==> src/rtl/draw_rect_ctl.sv <==
// Sprite position controller: follows the mouse, then drops under gravity,
// bounces off the screen bottom with damped velocity and comes to rest.
module draw_rect_ctl #(
  parameter int unsigned H_RES = 800,
  parameter int unsigned V_RES = 600,
  parameter int unsigned REC_W = 48,
  parameter int unsigned REC_H = 64,
  parameter int unsigned GRAV  = 1,
  parameter int unsigned V_MAX = 63,
  parameter int unsigned V_MIN = 2
) (
  input  logic        clk,
  input  logic        rst,
  input  logic        vblnk,
  input  logic        mouse_left,
  input  logic [11:0] mouse_xpos,
  input  logic [11:0] mouse_ypos,
  output logic [11:0] xpos,
  output logic [11:0] ypos,
  output logic        busy
);

  localparam int unsigned X_MAX = H_RES - REC_W;
  localparam int unsigned Y_MAX = V_RES - REC_H;

  typedef enum logic [1:0] {IDLE, FALL, RISE, STOP} state_t;

  state_t      state;
  logic [7:0]  vel;
  logic        click_pend;
  logic        vblnk_d;
  logic        mouse_left_d;

  logic        tick;
  logic [11:0] x_clamp;
  logic [11:0] y_clamp;
  logic [8:0]  v_sum;
  logic [7:0]  v_fall;
  logic [12:0] y_fall;
  logic [7:0]  d_fall;
  logic [7:0]  v_rise;
  logic [11:0] y_rise;

  // Frame tick, mouse clamping and per-state motion arithmetic
  always_comb begin
    tick    = vblnk & ~vblnk_d;
    x_clamp = (mouse_xpos > 12'(X_MAX)) ? 12'(X_MAX) : mouse_xpos;
    y_clamp = (mouse_ypos > 12'(Y_MAX)) ? 12'(Y_MAX) : mouse_ypos;
    v_sum   = {1'b0, vel} + 9'(GRAV);
    v_fall  = (v_sum > 9'(V_MAX)) ? 8'(V_MAX) : v_sum[7:0];
    y_fall  = {1'b0, ypos} + 13'(v_fall);
    d_fall  = v_fall - (v_fall >> 2);
    v_rise  = vel - 8'(GRAV);
    y_rise  = (ypos > 12'(v_rise)) ? (ypos - 12'(v_rise)) : 12'd0;
  end

  // Edge detectors and click latch; a tick clears the latch ahead of a new click
  always_ff @(posedge clk) begin
    if (rst) begin
      vblnk_d      <= 1'b0;
      mouse_left_d <= 1'b0;
      click_pend   <= 1'b0;
    end else begin
      vblnk_d      <= vblnk;
      mouse_left_d <= mouse_left;
      if (tick)
        click_pend <= 1'b0;
      else if (mouse_left & ~mouse_left_d)
        click_pend <= 1'b1;
    end
  end

  // Motion FSM, advanced once per frame tick
  always_ff @(posedge clk) begin
    if (rst) begin
      state <= IDLE;
      vel   <= 8'd0;
      xpos  <= 12'd0;
      ypos  <= 12'd0;
      busy  <= 1'b0;
    end else if (tick) begin
      case (state)
        IDLE: begin
          xpos <= x_clamp;
          ypos <= y_clamp;
          if (click_pend) begin
            state <= FALL;
            vel   <= 8'd0;
            busy  <= 1'b1;
          end else begin
            busy  <= 1'b0;
          end
        end
        FALL: begin
          if (y_fall < 13'(Y_MAX)) begin
            ypos <= y_fall[11:0];
            vel  <= v_fall;
            busy <= 1'b1;
          end else begin
            ypos <= 12'(Y_MAX);
            if (d_fall < 8'(V_MIN)) begin
              state <= STOP;
              vel   <= 8'd0;
              busy  <= 1'b0;
            end else begin
              state <= RISE;
              vel   <= d_fall;
              busy  <= 1'b1;
            end
          end
        end
        RISE: begin
          busy <= 1'b1;
          if (v_rise == 8'd0) begin
            state <= FALL;
            vel   <= 8'd0;
          end else begin
            ypos <= y_rise;
            vel  <= v_rise;
          end
        end
        STOP: begin
          busy <= 1'b0;
          if (click_pend)
            state <= IDLE;
        end
        default: begin
          state <= IDLE;
          vel   <= 8'd0;
          busy  <= 1'b0;
        end
      endcase
    end
  end

endmodule

==> config.mk <==
export PLATFORM = sky130hd
export DESIGN_NAME = draw_rect_ctl
export DESIGN_NICKNAME = d
export VERILOG_FILES = /design/src/rtl/draw_rect_ctl.sv
export SDC_FILE = /design/constraint.sdc
export NUM_CORES = 1
export LEC_CHECK = 0
export ABC_AREA = 1
export CORE_ASPECT_RATIO = 1.4
export CORE_MARGIN = 2
export CORE_UTILIZATION = 50
export CTS_CLUSTER_SIZE = 8
export DETAILED_ROUTE_END_ITERATION = 16
export DONT_BUFFER_PORTS = 1
export PLACE_DENSITY = 0.69
export SKIP_LAST_GASP = 1
export SLEW_MARGIN = 0
export SYNTH_ARGS = -nofsm -noshare
export SYNTH_HDL_FRONTEND = slang
export SYNTH_SLANG_ARGS = --single-unit
==> constraint.sdc <==
create_clock -name clk -period 3.1 [get_ports clk]
set_clock_uncertainty 0.05 [all_clocks]
set_input_delay 0.465 -clock clk [delete_from_list [all_inputs] [get_ports clk]]
set_output_delay 0.465 -clock clk [all_outputs]
set_load 0.03 [all_outputs]
==> results.py, run 1 <==
metrics = {
    "drt": {
        "drc": 0,
        "viasPerCell": 5.52,
        "wl_met1_mm": 4.58,
        "met2_length_mm": 6.23,
        "dr_wl_met3_um": 705,
        "drt_wl_total_mm": 12.0,
        "ant_nets": 0,
        "initialDrtViolationCount": 265,
        "top_layer_used": "met4",
        "num_vias": 4249,
        "firstDrtPassIters": 5,
        "avgRoutedWirePerCell_um": 15.6,
    },
    "logic_synthesis": {
        "synth_xor_area_frac": 0.0533,
        "muxShareOfSynthArea": 0,
        "synth_compound_area_frac": 0.128,
        "syn_inst": 581,
        "syn_area_per_cell_um2": 6.43,
        "ys_seq_area_frac": 0.204,
        "ys_ff_latch": 38,
        "syn_area_mm2": 0.00373,
        "synthAdderAreaFrac": 0.127,
        "yosys_warnings": 0,
        "synth_top_area_frac": 0.204,
        "synth_cell_types": 46,
        "synthSimpleGateAreaFrac": 0.384,
        "synth_area_leader_cell": "dfxtp_1",
        "synth_top_family_by_area": "simple AND/OR/NAND/NOR gates",
        "netlist_top_cells_area": "dfxtp_1 20%, nand2_1 14%, ha_1 11%, inv_1 7.4%, nand3_1 7.4%",
    },
    "clocking": {
        "cts_tree": "yes",
        "cts_hold_buffers": 0,
        "cts_buffers": 5,
        "clkLatencyLatePin_ns": 0.30,
        "root_buffer": "clkbuf_8",
        "cts_max_level": 2,
        "clockBufferDepth": 2,
        "clk_pin_slew_ns": 0.08,
        "clock_sinks": 38,
    },
    "cells_and_area": {
        "mostFrequentLayoutCells": "113 x nand2_1, 90 x buf_4, 67 x inv_1, 42 x a21oi_1",
        "layout_commonest_cell": "nand2_1",
        "area_delta_synth_final_pct": 38.1,
        "fillers": 631,
        "drive_gt1_frac": 0.343,
        "diodes": 0,
        "layout.nets": 737,
        "finalNonFillerCells": 770,
    },
    "timing": {
        "worstMarginPinSlew_ns": 0.684,
        "hold_viol": 0,
        "tns_ns": -3.09,
        "rsz0062_at_grt": "true",
        "post-route-period-util": 1.07,
        "relSlewSlack": 0.543,
        "setup_slack_ns": -0.219,
        "max_freq_ghz": 0.301,
        "setup_violations": 20,
        "fin_crit_ns": 3.32,
        "final-max-slew-violation-count": 0,
    },
    "placed_design": {
        "dp_hpwl_mm": 8.70,
        "pre_cts_ws_ns": -0.289,
        "dp.cells": 742,
        "gp_congestion": 0.936,
        "io_buffers": 0,
    },
    "global_route": {
        "overflow": 0,
        "first_global_vias": 4155,
        "grt_max_degree": 24,
        "grt_usage": 0.282,
        "antenna_found_initial": 0,
        "grt_pass1_wl_mm": 18.6,
    },
    "worst_setup_path": {
        "crit_path_start_kind": "flip-flop",
        "path_class": "reg -> reg",
        "arrival_ns": 3.51,
        "worstPathMaxFanout": 8,
        "critPathCaptureType": "flip-flop",
        "required_ns": 3.29,
    },
    "worst_hold_path": {
        "hp-class": "in -> reg",
    },
    "floorplan": {
        "die_h_um": 106,
        "core_mm2": 0.00731,
        "ios": 53,
        "die_area_mm2": 0.00819,
        "start_util": 0.511,
        "rows": 37,
        "die_w_um": 77.0,
    },
    "pwr": {
        "cellPowerDensity_mw_per_mm2": 238,
        "peakVddDrop_uv": 372,
        "leakage_uw": 0.00247,
    },
    "status": {
        "violations": "negative setup slack",
        "status": "finished with violations",
    },
    "flow_run": {
        "maxCapViolations": 0,
    },
}
sequential cells by signal, summed over array words and instances, names as in the netlist:
signal        flops
busy              1
click_pend        1
ypos             12
vel               8
state             2
vblnk_d           1
mouse_left_d      1
xpos             12
cell usage after synthesis, drive strengths merged:
cell	n
nand2	149
fa	3
nor4	2
buf	7
a22oi	1
o31ai	1
nand3b	7
ha	33
or2	5
xor2	16
nand3	58
dfxtp	38
a31oi	1
a21oi	52
o21a	1
nand4	22
clkbuf	7
o22ai	2
o21bai	3
conb	2
nor2	47
inv	80
o211ai	1
xnor2	5
o21ai	25
and2	1
or3	1
nor3	11
final cells by class:
| class | instances | area, µm² | share of cell area |
|---|---|---|---|
| multi-input combinational | 452 | 3110 | 0.603 |
| sequential | 38 | 769 | 0.149 |
| tap | 97 | 121 | 0.0235 |
| clock inverter | 2 | 15.0 | 0.00291 |
| inverter | 80 | 303 | 0.0587 |
| timing repair buffer | 96 | 769 | 0.149 |
| clock buffer | 5 | 68.8 | 0.0133 |
report_power, final:
| group | total (µW) | internal (µW) | switching (µW) |
|---|---|---|---|
| logic | 323 | 137 | 187 |
| registers | 567 | 510 | 56.7 |
| clock network | 337 | 153 | 183 |
| total | 1230 | 800 | 427 |
path summary, 6_finish.rpt:
| kind | endpoint | slack, ns | cells after the start | startpoint |
|---|---|---|---|---|
| worst max-delay path | ypos[5] | -0.22 | 24 | vel[0] |
| worst min register to register | vel[2] | 0.45 | 2 | vel[2] |
| worst min-delay path | ypos[5] | 0.17 | 1 | rst |
| worst max register to register | ypos[5] | -0.22 | 24 | vel[0] |
worst max-delay path, cell delays in order, from the launching register on:
cell and delay (ns):
dfxtp_4 0.36, ha_4 0.16, nand2_2 0.06, inv_2 0.04, nand2_2 0.08, xor2_2 0.16, nor2_1 0.08, nand4_1 0.13
buf_4 0.14, nand3_4 0.09, ha_4 0.18, fa_2 0.38, nand3_2 0.11, nand2_2 0.06, nand2_1 0.08, nand3b_1 0.08
nand2_1 0.10, nand4_1 0.16, nand2_4 0.17, nand3_4 0.16, inv_2 0.12, nand2_2 0.06, nand2_2 0.05, nand2_2 0.05
a21oi_2 0.14
logic make-up after synthesis:
logic type      after synthesis
compound gates               87
xor+xnor                     21
fa+ha+maj                    36
buf+inv                      94
flops                        38
other cells                   2
simple gates                303
per-stage QoR:
stage	area (µm²)	hold slack (ns)	utilization	power, µW
6_report	5160	0.169	0.705	1230
3_3_place_gp	4370	0.420	0.597	841
3_5_place_dp	4370	0.440	0.597	845
4_1_cts	4850	0.166	0.663	1210
5_1_grt	5160	0.158	0.705	1280
2_1_floorplan	3750	0.409	-	755
layer usage:
metal / track usage / up-vias
li1: - / 2096
met1: 0.311 / 1952
met2: 0.533 / 164
met3: 0.0365 / 37
met4: 0.124 / 0
met5: 0 / -
timing repair:
| action | 4_1_cts | 5_1_grt |
|---|---|---|
| endpoints found under the setup margin | 21 | 23 |
| buffers inserted | 12 | 8 |
| gates cloned | 1 | 0 |
| gates resized for setup | 56 | 58 |
| pin swaps | 26 | 42 |
Power figures use the tool's default switching activity.
==> run 2, diff against run 1 <==
--- a/config.mk
+++ b/config.mk
@@ -12,7 +12,7 @@
 export CTS_CLUSTER_SIZE = 8
 export DETAILED_ROUTE_END_ITERATION = 16
 export DONT_BUFFER_PORTS = 1
-export PLACE_DENSITY = 0.69
+export PLACE_DENSITY = 0.66
 export SKIP_LAST_GASP = 1
 export SLEW_MARGIN = 0
 export SYNTH_ARGS = -nofsm -noshare
==> constraint.sdc (replaced) <==
create_clock -name clk -period 4.05 [get_ports clk]
set_clock_uncertainty 0.05 [all_clocks]
set_input_delay 0.6075 -clock clk [delete_from_list [all_inputs] [get_ports clk]]
set_output_delay 0.6075 -clock clk [all_outputs]
set_load 0.03 [all_outputs]
==> run 2 against run 1 <==
  * Clock power shrank 4%
  * First-iteration DRC count decreased by 27%
  * Hold slack gained 0.15 ns
  * Critical endpoint is now ypos[9]
  * Setup slack improved by 0.52 ns
  * Sequential share of layout area increased by 4.5 points
  * Combinational power down 49%
  * Die area unchanged
  * Power down 24%
  * The run now ends clean
  * Wire length fell by 16%
  * Utilization fell by 17 points
  * Global-route usage down 2.7 points
  * Critical path type unchanged
  * Via count is 13% lower
==> results.py, run 2 (same netlist as run 1, synthesis figures left out) <==
metrics = {
    "global_route": {
        "overflow": 0,
        "antenna_found_initial": 0,
        "first_global_vias": 3559,
        "grt_max_degree": 24,
        "grt_pass1_wl_mm": 16.8,
        "grt_usage": 0.255,
    },
    "pwr": {
        "leakage_uw": 0.00191,
        "p_comb_frac": 0.178,
        "p_clk_frac": 0.348,
        "cellPowerDensity_mw_per_mm2": 238,
        "p_int_uw": 628,
        "p_switching_uw": 304,
        "peakVddDrop_uv": 229,
        "swShare": 0.326,
        "power_frac_seq": 0.474,
    },
    "clocking": {
        "post-cts-setup-buffers": 0,
        "clkLatencyLatePin_ns": 0.30,
        "clk_pin_slew_ns": 0.08,
        "clockBufferDepth": 2,
        "cts_max_level": 2,
        "cts_buffers": 5,
        "cts_tree": "yes",
        "clock_sinks": 38,
        "root_buffer": "clkbuf_8",
    },
    "timing": {
        "hold_viol": 0,
        "final-max-slew-violation-count": 0,
        "fin_crit_ns": 3.75,
        "max_freq_ghz": 0.267,
        "tns_ns": 0,
        "setup_violations": 0,
        "worstMarginPinSlew_ns": 0.717,
        "rsz0062_at_grt": "false",
        "post-route-period-util": 0.925,
        "relSlewSlack": 0.521,
    },
    "cells_and_area": {
        "layout_commonest_cell": "nand2_1",
        "drive_gt1_frac": 0.0793,
        "diodes": 0,
        "top_regs": "xpos (12), ypos (12), vel (8)",
        "finalNonFillerCells": 677,
        "area_delta_synth_final_pct": 4.86,
        "mostFrequentLayoutCells": "142 x nand2_1, 74 x inv_1, 55 x nand3_1, 48 x a21oi_1, 44 x nor2_1",
        "layout.nets": 643,
    },
    "drt": {
        "drc": 0,
        "ant_nets": 0,
        "firstDrtPassIters": 4,
        "viasPerCell": 5.45,
        "avgRoutedWirePerCell_um": 14.9,
        "initialDrtViolationCount": 193,
        "drt_wl_total_mm": 10.1,
        "num_vias": 3693,
    },
    "flow_run": {
        "maxCapViolations": 0,
    },
    "placed_design": {
        "dp_hpwl_mm": 8.21,
        "io_buffers": 0,
        "gp_congestion": 0.976,
        "dp.cells": 669,
    },
    "floorplan": {
        "die_w_um": 77.0,
        "start_util": 0.511,
        "core_mm2": 0.00731,
        "die_h_um": 106,
        "die_area_mm2": 0.00819,
        "rows": 37,
        "ios": 53,
    },
    "worst_setup_path": {
        "path_class": "reg -> reg",
        "critPathCaptureType": "flip-flop",
        "slowest_stage": "dfxtp_1",
        "required_ns": 4.21,
        "crit_path_start_kind": "flip-flop",
        "worstPathMaxFanout": 10,
        "arrival_ns": 3.91,
        "critPathMaxStageDelay_ns": 0.47,
        "path_common_cell": "nand2_1",
        "cp_cell_sequence": "ha_1 > nand2_1 > inv_1 > nand2_1 > xor2_1 > nor2_1 > nand4_1 > nand3_1 > ha_1 > fa_1 > nand3_1 > nand2_1 > nand2_1 > nand3b_1 > nand2_1 > nand4_1 > nand2_4 > nand2_4 > o21ai_1 > nand3_1 > nand2_1 > inv_1",
    },
    "status": {
        "status": "finished clean",
    },
    "worst_hold_path": {
        "hp-class": "in -> reg",
    },
}
[run 2: cell types whose count changed in the layout (fill, tap and decap cells not counted), moves of 4 or more]
cell,previous run,this run
nand2_1,113,142
nor2_1,37,44
nand3_1,37,55
nand2_2,31,5
nand3_2,13,2
inv_1,67,74
nor2_2,8,1
buf_4,90,3
ha_1,21,33
a21oi_1,42,48
nand3_4,8,1
a21oi_2,8,4
inv_2,12,5
ha_4,12,0
[run 2: worst max-delay path, delay by kind of cell, from the launching register on]
family / cells / cell delay, ns
AND/OR/NAND/NOR: 15 / 1.60
buffers and inverters: 2 / 0.12
flip-flops: 1 / 0.47
XOR/XNOR: 1 / 0.23
AO/OA/AOI/OAI: 1 / 0.21
adder cells (fa/ha/maj): 3 / 0.96
[run 2: cell type report]
| cell class | instances | area, µm² |
|---|---|---|
| fill | 789 | 3400 |
| multi-input combinational | 451 | 2600 |
| sequential | 38 | 761 |
| inverter | 80 | 303 |
| tap | 97 | 121 |
| clock buffer | 5 | 68.8 |
| clock inverter | 3 | 40.0 |
| timing repair buffer | 3 | 22.5 |
[run 2: routing by layer]
metal / part of all wire / track usage / vias up / wire length, µm
met2: 0.50 / 0.453 / 78 / 5100
met1: 0.44 / 0.314 / 1707 / 4420
met3: 0.039 / 0.0399 / 14 / 398
met4: 0.020 / 0.0829 / 0 / 199
li1: - / - / 1894 / -
met5: 0 / 0 / - / 0
[run 2: power by group through the flow]
stage / clock network [µW] / logic, µW / registers [µW]
finish: 324 / 166 / 442
global route: 340 / 188 / 444
CTS: 332 / 165 / 442
detailed placement: 0 / 164 / 450
global placement: 0 / 162 / 450
floorplan: 0 / 134 / 444
[run 2: repair_timing]
action / in CTS / in global routing
resized for setup: 0 / 2
hold buffers: 0 / 0
setup endpoints to repair: 0 / 1
[run 2: worst paths after layout]
check | start | end | slack (ns) | depth (start not counted)
worst max-delay path | vel[0] | ypos[9] | 0.30 | 22
worst min-delay path | rst | vel[4] | 0.32 | 1
worst max register to register | vel[0] | ypos[9] | 0.30 | 22
worst min register to register | vel[6] | vel[6] | 0.44 | 2
[run 2: per-stage QoR]
stage	util	total power, µW	setup slack (ns)	instance area, µm²	hold WS, ns
floorplan	-	578	0.885	3740	0.409
global placement	0.520	612	0.268	3800	0.424
detailed placement	0.520	614	0.238	3800	0.424
CTS	0.535	938	0.224	3910	0.301
global route	0.535	973	0.0317	3920	0.304
finish	0.535	932	0.304	3920	0.316
==> run 3, diff against run 2 <==
--- a/config.mk
+++ b/config.mk
@@ -6,7 +6,7 @@
 export NUM_CORES = 1
 export LEC_CHECK = 0
 export ABC_AREA = 1
-export CORE_ASPECT_RATIO = 1.4
+export CAP_MARGIN = 5
 export CORE_MARGIN = 2
 export CORE_UTILIZATION = 50
 export CTS_CLUSTER_SIZE = 8
==> run 3 against run 2 <==
  * Via count increased by 1.7%
  * Combinational power about the same
  * Critical path type unchanged
  * Largest power group unchanged
  * Largest cell class unchanged
  * Highest routed layer unchanged
  * First-iteration DRC count increased by 69%
  * Final cell count unchanged
==> results.py, run 3 (same netlist as run 1, synthesis figures left out) <==
metrics = {
    "timing": {
        "fin_crit_ns": 3.64,
        "fin_hold_ws_ns": 0.313,
        "post-route-period-util": 0.898,
        "max_freq_ghz": 0.275,
        "rsz0062_at_grt": "false",
        "relSlewSlack": 0.520,
        "setup_violations": 0,
        "hold_viol": 0,
        "setup_slack_ns": 0.412,
        "final-max-slew-violation-count": 0,
        "tns_ns": 0,
        "worstMarginPinSlew_ns": 0.719,
    },
    "pwr": {
        "leakage_uw": 0.00189,
        "cellPowerDensity_mw_per_mm2": 228,
        "peakVddDrop_uv": 216,
    },
    "drt": {
        "num_vias": 3754,
        "viasPerCell": 5.55,
        "initialDrtViolationCount": 327,
        "firstDrtPassIters": 5,
        "avgRoutedWirePerCell_um": 14.6,
        "drt_wl_total_mm": 9.85,
        "ant_nets": 0,
        "drc": 0,
    },
    "worst_setup_path": {
        "worstPathMaxFanout": 10,
        "critPathCaptureType": "flip-flop",
        "path_class": "reg -> reg",
        "crit_path_start_kind": "flip-flop",
        "required_ns": 4.20,
        "arrival_ns": 3.79,
    },
    "placed_design": {
        "dp.cells": 669,
        "io_buffers": 0,
        "gp_congestion": 0.916,
        "pre_cts_ws_ns": 0.290,
        "dp_hpwl_mm": 7.83,
    },
    "clocking": {
        "clock_sinks": 38,
        "clkLatencyLatePin_ns": 0.30,
        "clk_pin_slew_ns": 0.08,
        "cts_max_level": 2,
        "cts_buffers": 5,
        "cts_tree": "yes",
        "clockBufferDepth": 2,
        "root_buffer": "clkbuf_8",
        "post-cts-setup-buffers": 0,
        "cts_hold_buffers": 0,
    },
    "global_route": {
        "grt_max_degree": 24,
        "grt_pass1_wl_mm": 16.4,
        "antenna_found_initial": 0,
        "first_global_vias": 3493,
        "grt_usage": 0.243,
        "overflow": 0,
    },
    "flow_run": {
        "maxCapViolations": 0,
    },
    "floorplan": {
        "die_area_mm2": 0.00818,
        "start_util": 0.515,
        "die_w_um": 90.4,
        "rows": 31,
        "core_mm2": 0.00725,
        "die_h_um": 90.4,
        "ios": 53,
    },
    "cells_and_area": {
        "layout_commonest_cell": "nand2_1",
        "diodes": 0,
        "drive_gt1_frac": 0.0761,
        "mostFrequentLayoutCells": "142 x nand2_1, 74 x inv_1, 55 x nand3_1, 48 x a21oi_1, 44 x nor2_1",
        "fillers": 769,
        "layout.nets": 641,
        "area_delta_synth_final_pct": 4.09,
        "finalNonFillerCells": 677,
        "top_regs": "xpos (12), ypos (12), vel (8)",
    },
    "worst_hold_path": {
        "hp-class": "in -> reg",
    },
    "status": {
        "status": "finished clean",
    },
}
==> run 3: cell count changes in the layout (fill, tap and decap cells not counted), sizes merged <==
cell / before / now
clkbuf: 5 / 7
bufinv: 1 / 0
clkinv: 2 / 1
buf: 3 / 1
==> run 3: critical path: stages, from the launching register on <==
cell      delay [ns]
dfxtp_1         0.41
ha_1            0.21
nand2_1         0.06
inv_1           0.09
nand2_1         0.06
xor2_1          0.18
nor2_1          0.06
nand4_1         0.15
nand3_1         0.17
ha_1            0.27
fa_1            0.46
nand3_1         0.13
nand3b_1        0.09
nand2_1         0.12
nor2_1          0.05
nor2_1          0.11
nand4_1         0.13
nand2_4         0.16
nand2_4         0.11
o21ai_0         0.25
nand3_1         0.11
nand2_1         0.07
inv_1           0.03
==> run 3: worst paths after layout <==
kind | from | end | slack, ns | cells past startpoint
min | rst | ypos[5] | 0.31 | 1
min reg2reg | click_pend | click_pend | 0.45 | 2
max | vel[1] | ypos[9] | 0.41 | 22
max reg2reg | vel[1] | ypos[9] | 0.41 | 22
==> run 3: routing by layer <==
layer	vias to the layer above	GRT usage	share of wire
li1	1895	-	-
met1	1716	0.333	0.47
met2	131	0.405	0.46
met3	12	0.0367	0.064
met4	0	0.0526	0.0092
met5	-	0	0
==> run 3: per-stage QoR <==
| step | total power, µW | util | cell area (µm²) |
|---|---|---|---|
| after global placement | 610 | 0.523 | 3790 |
| after detailed placement | 611 | 0.523 | 3790 |
| after CTS | 888 | 0.535 | 3880 |
| after global routing | 930 | 0.536 | 3890 |
| after floorplan | 578 | - | 3740 |
| final | 886 | 0.536 | 3890 |
==> run 3: final cells by class <==
type | count | area, µm² | share of cell area
multi-input combinational | 451 | 2600 | 0.669
sequential | 38 | 762 | 0.196
inverter | 80 | 303 | 0.0779
tap | 99 | 124 | 0.0319
clock buffer | 7 | 86.3 | 0.0222
timing repair buffer | 1 | 7.51 | 0.00193
clock inverter | 1 | 5.00 | 0.00129
==> run 3: what timing repair did <==
| item | in CTS | in global routing |
|---|---|---|
| setup endpoints to repair | 0 | 14 |
| endpoints found under the hold margin | 0 | 0 |
| gates resized for setup | 0 | 2 |
==> run 3: where the power goes <==
part | leakage [µW] | internal, µW | switching, µW
logic | 0.00153 | 54.3 | 108
clock network | 0.0000482 | 138 | 142
registers | 0.000312 | 392 | 52.4
total | 0.00189 | 584 | 302
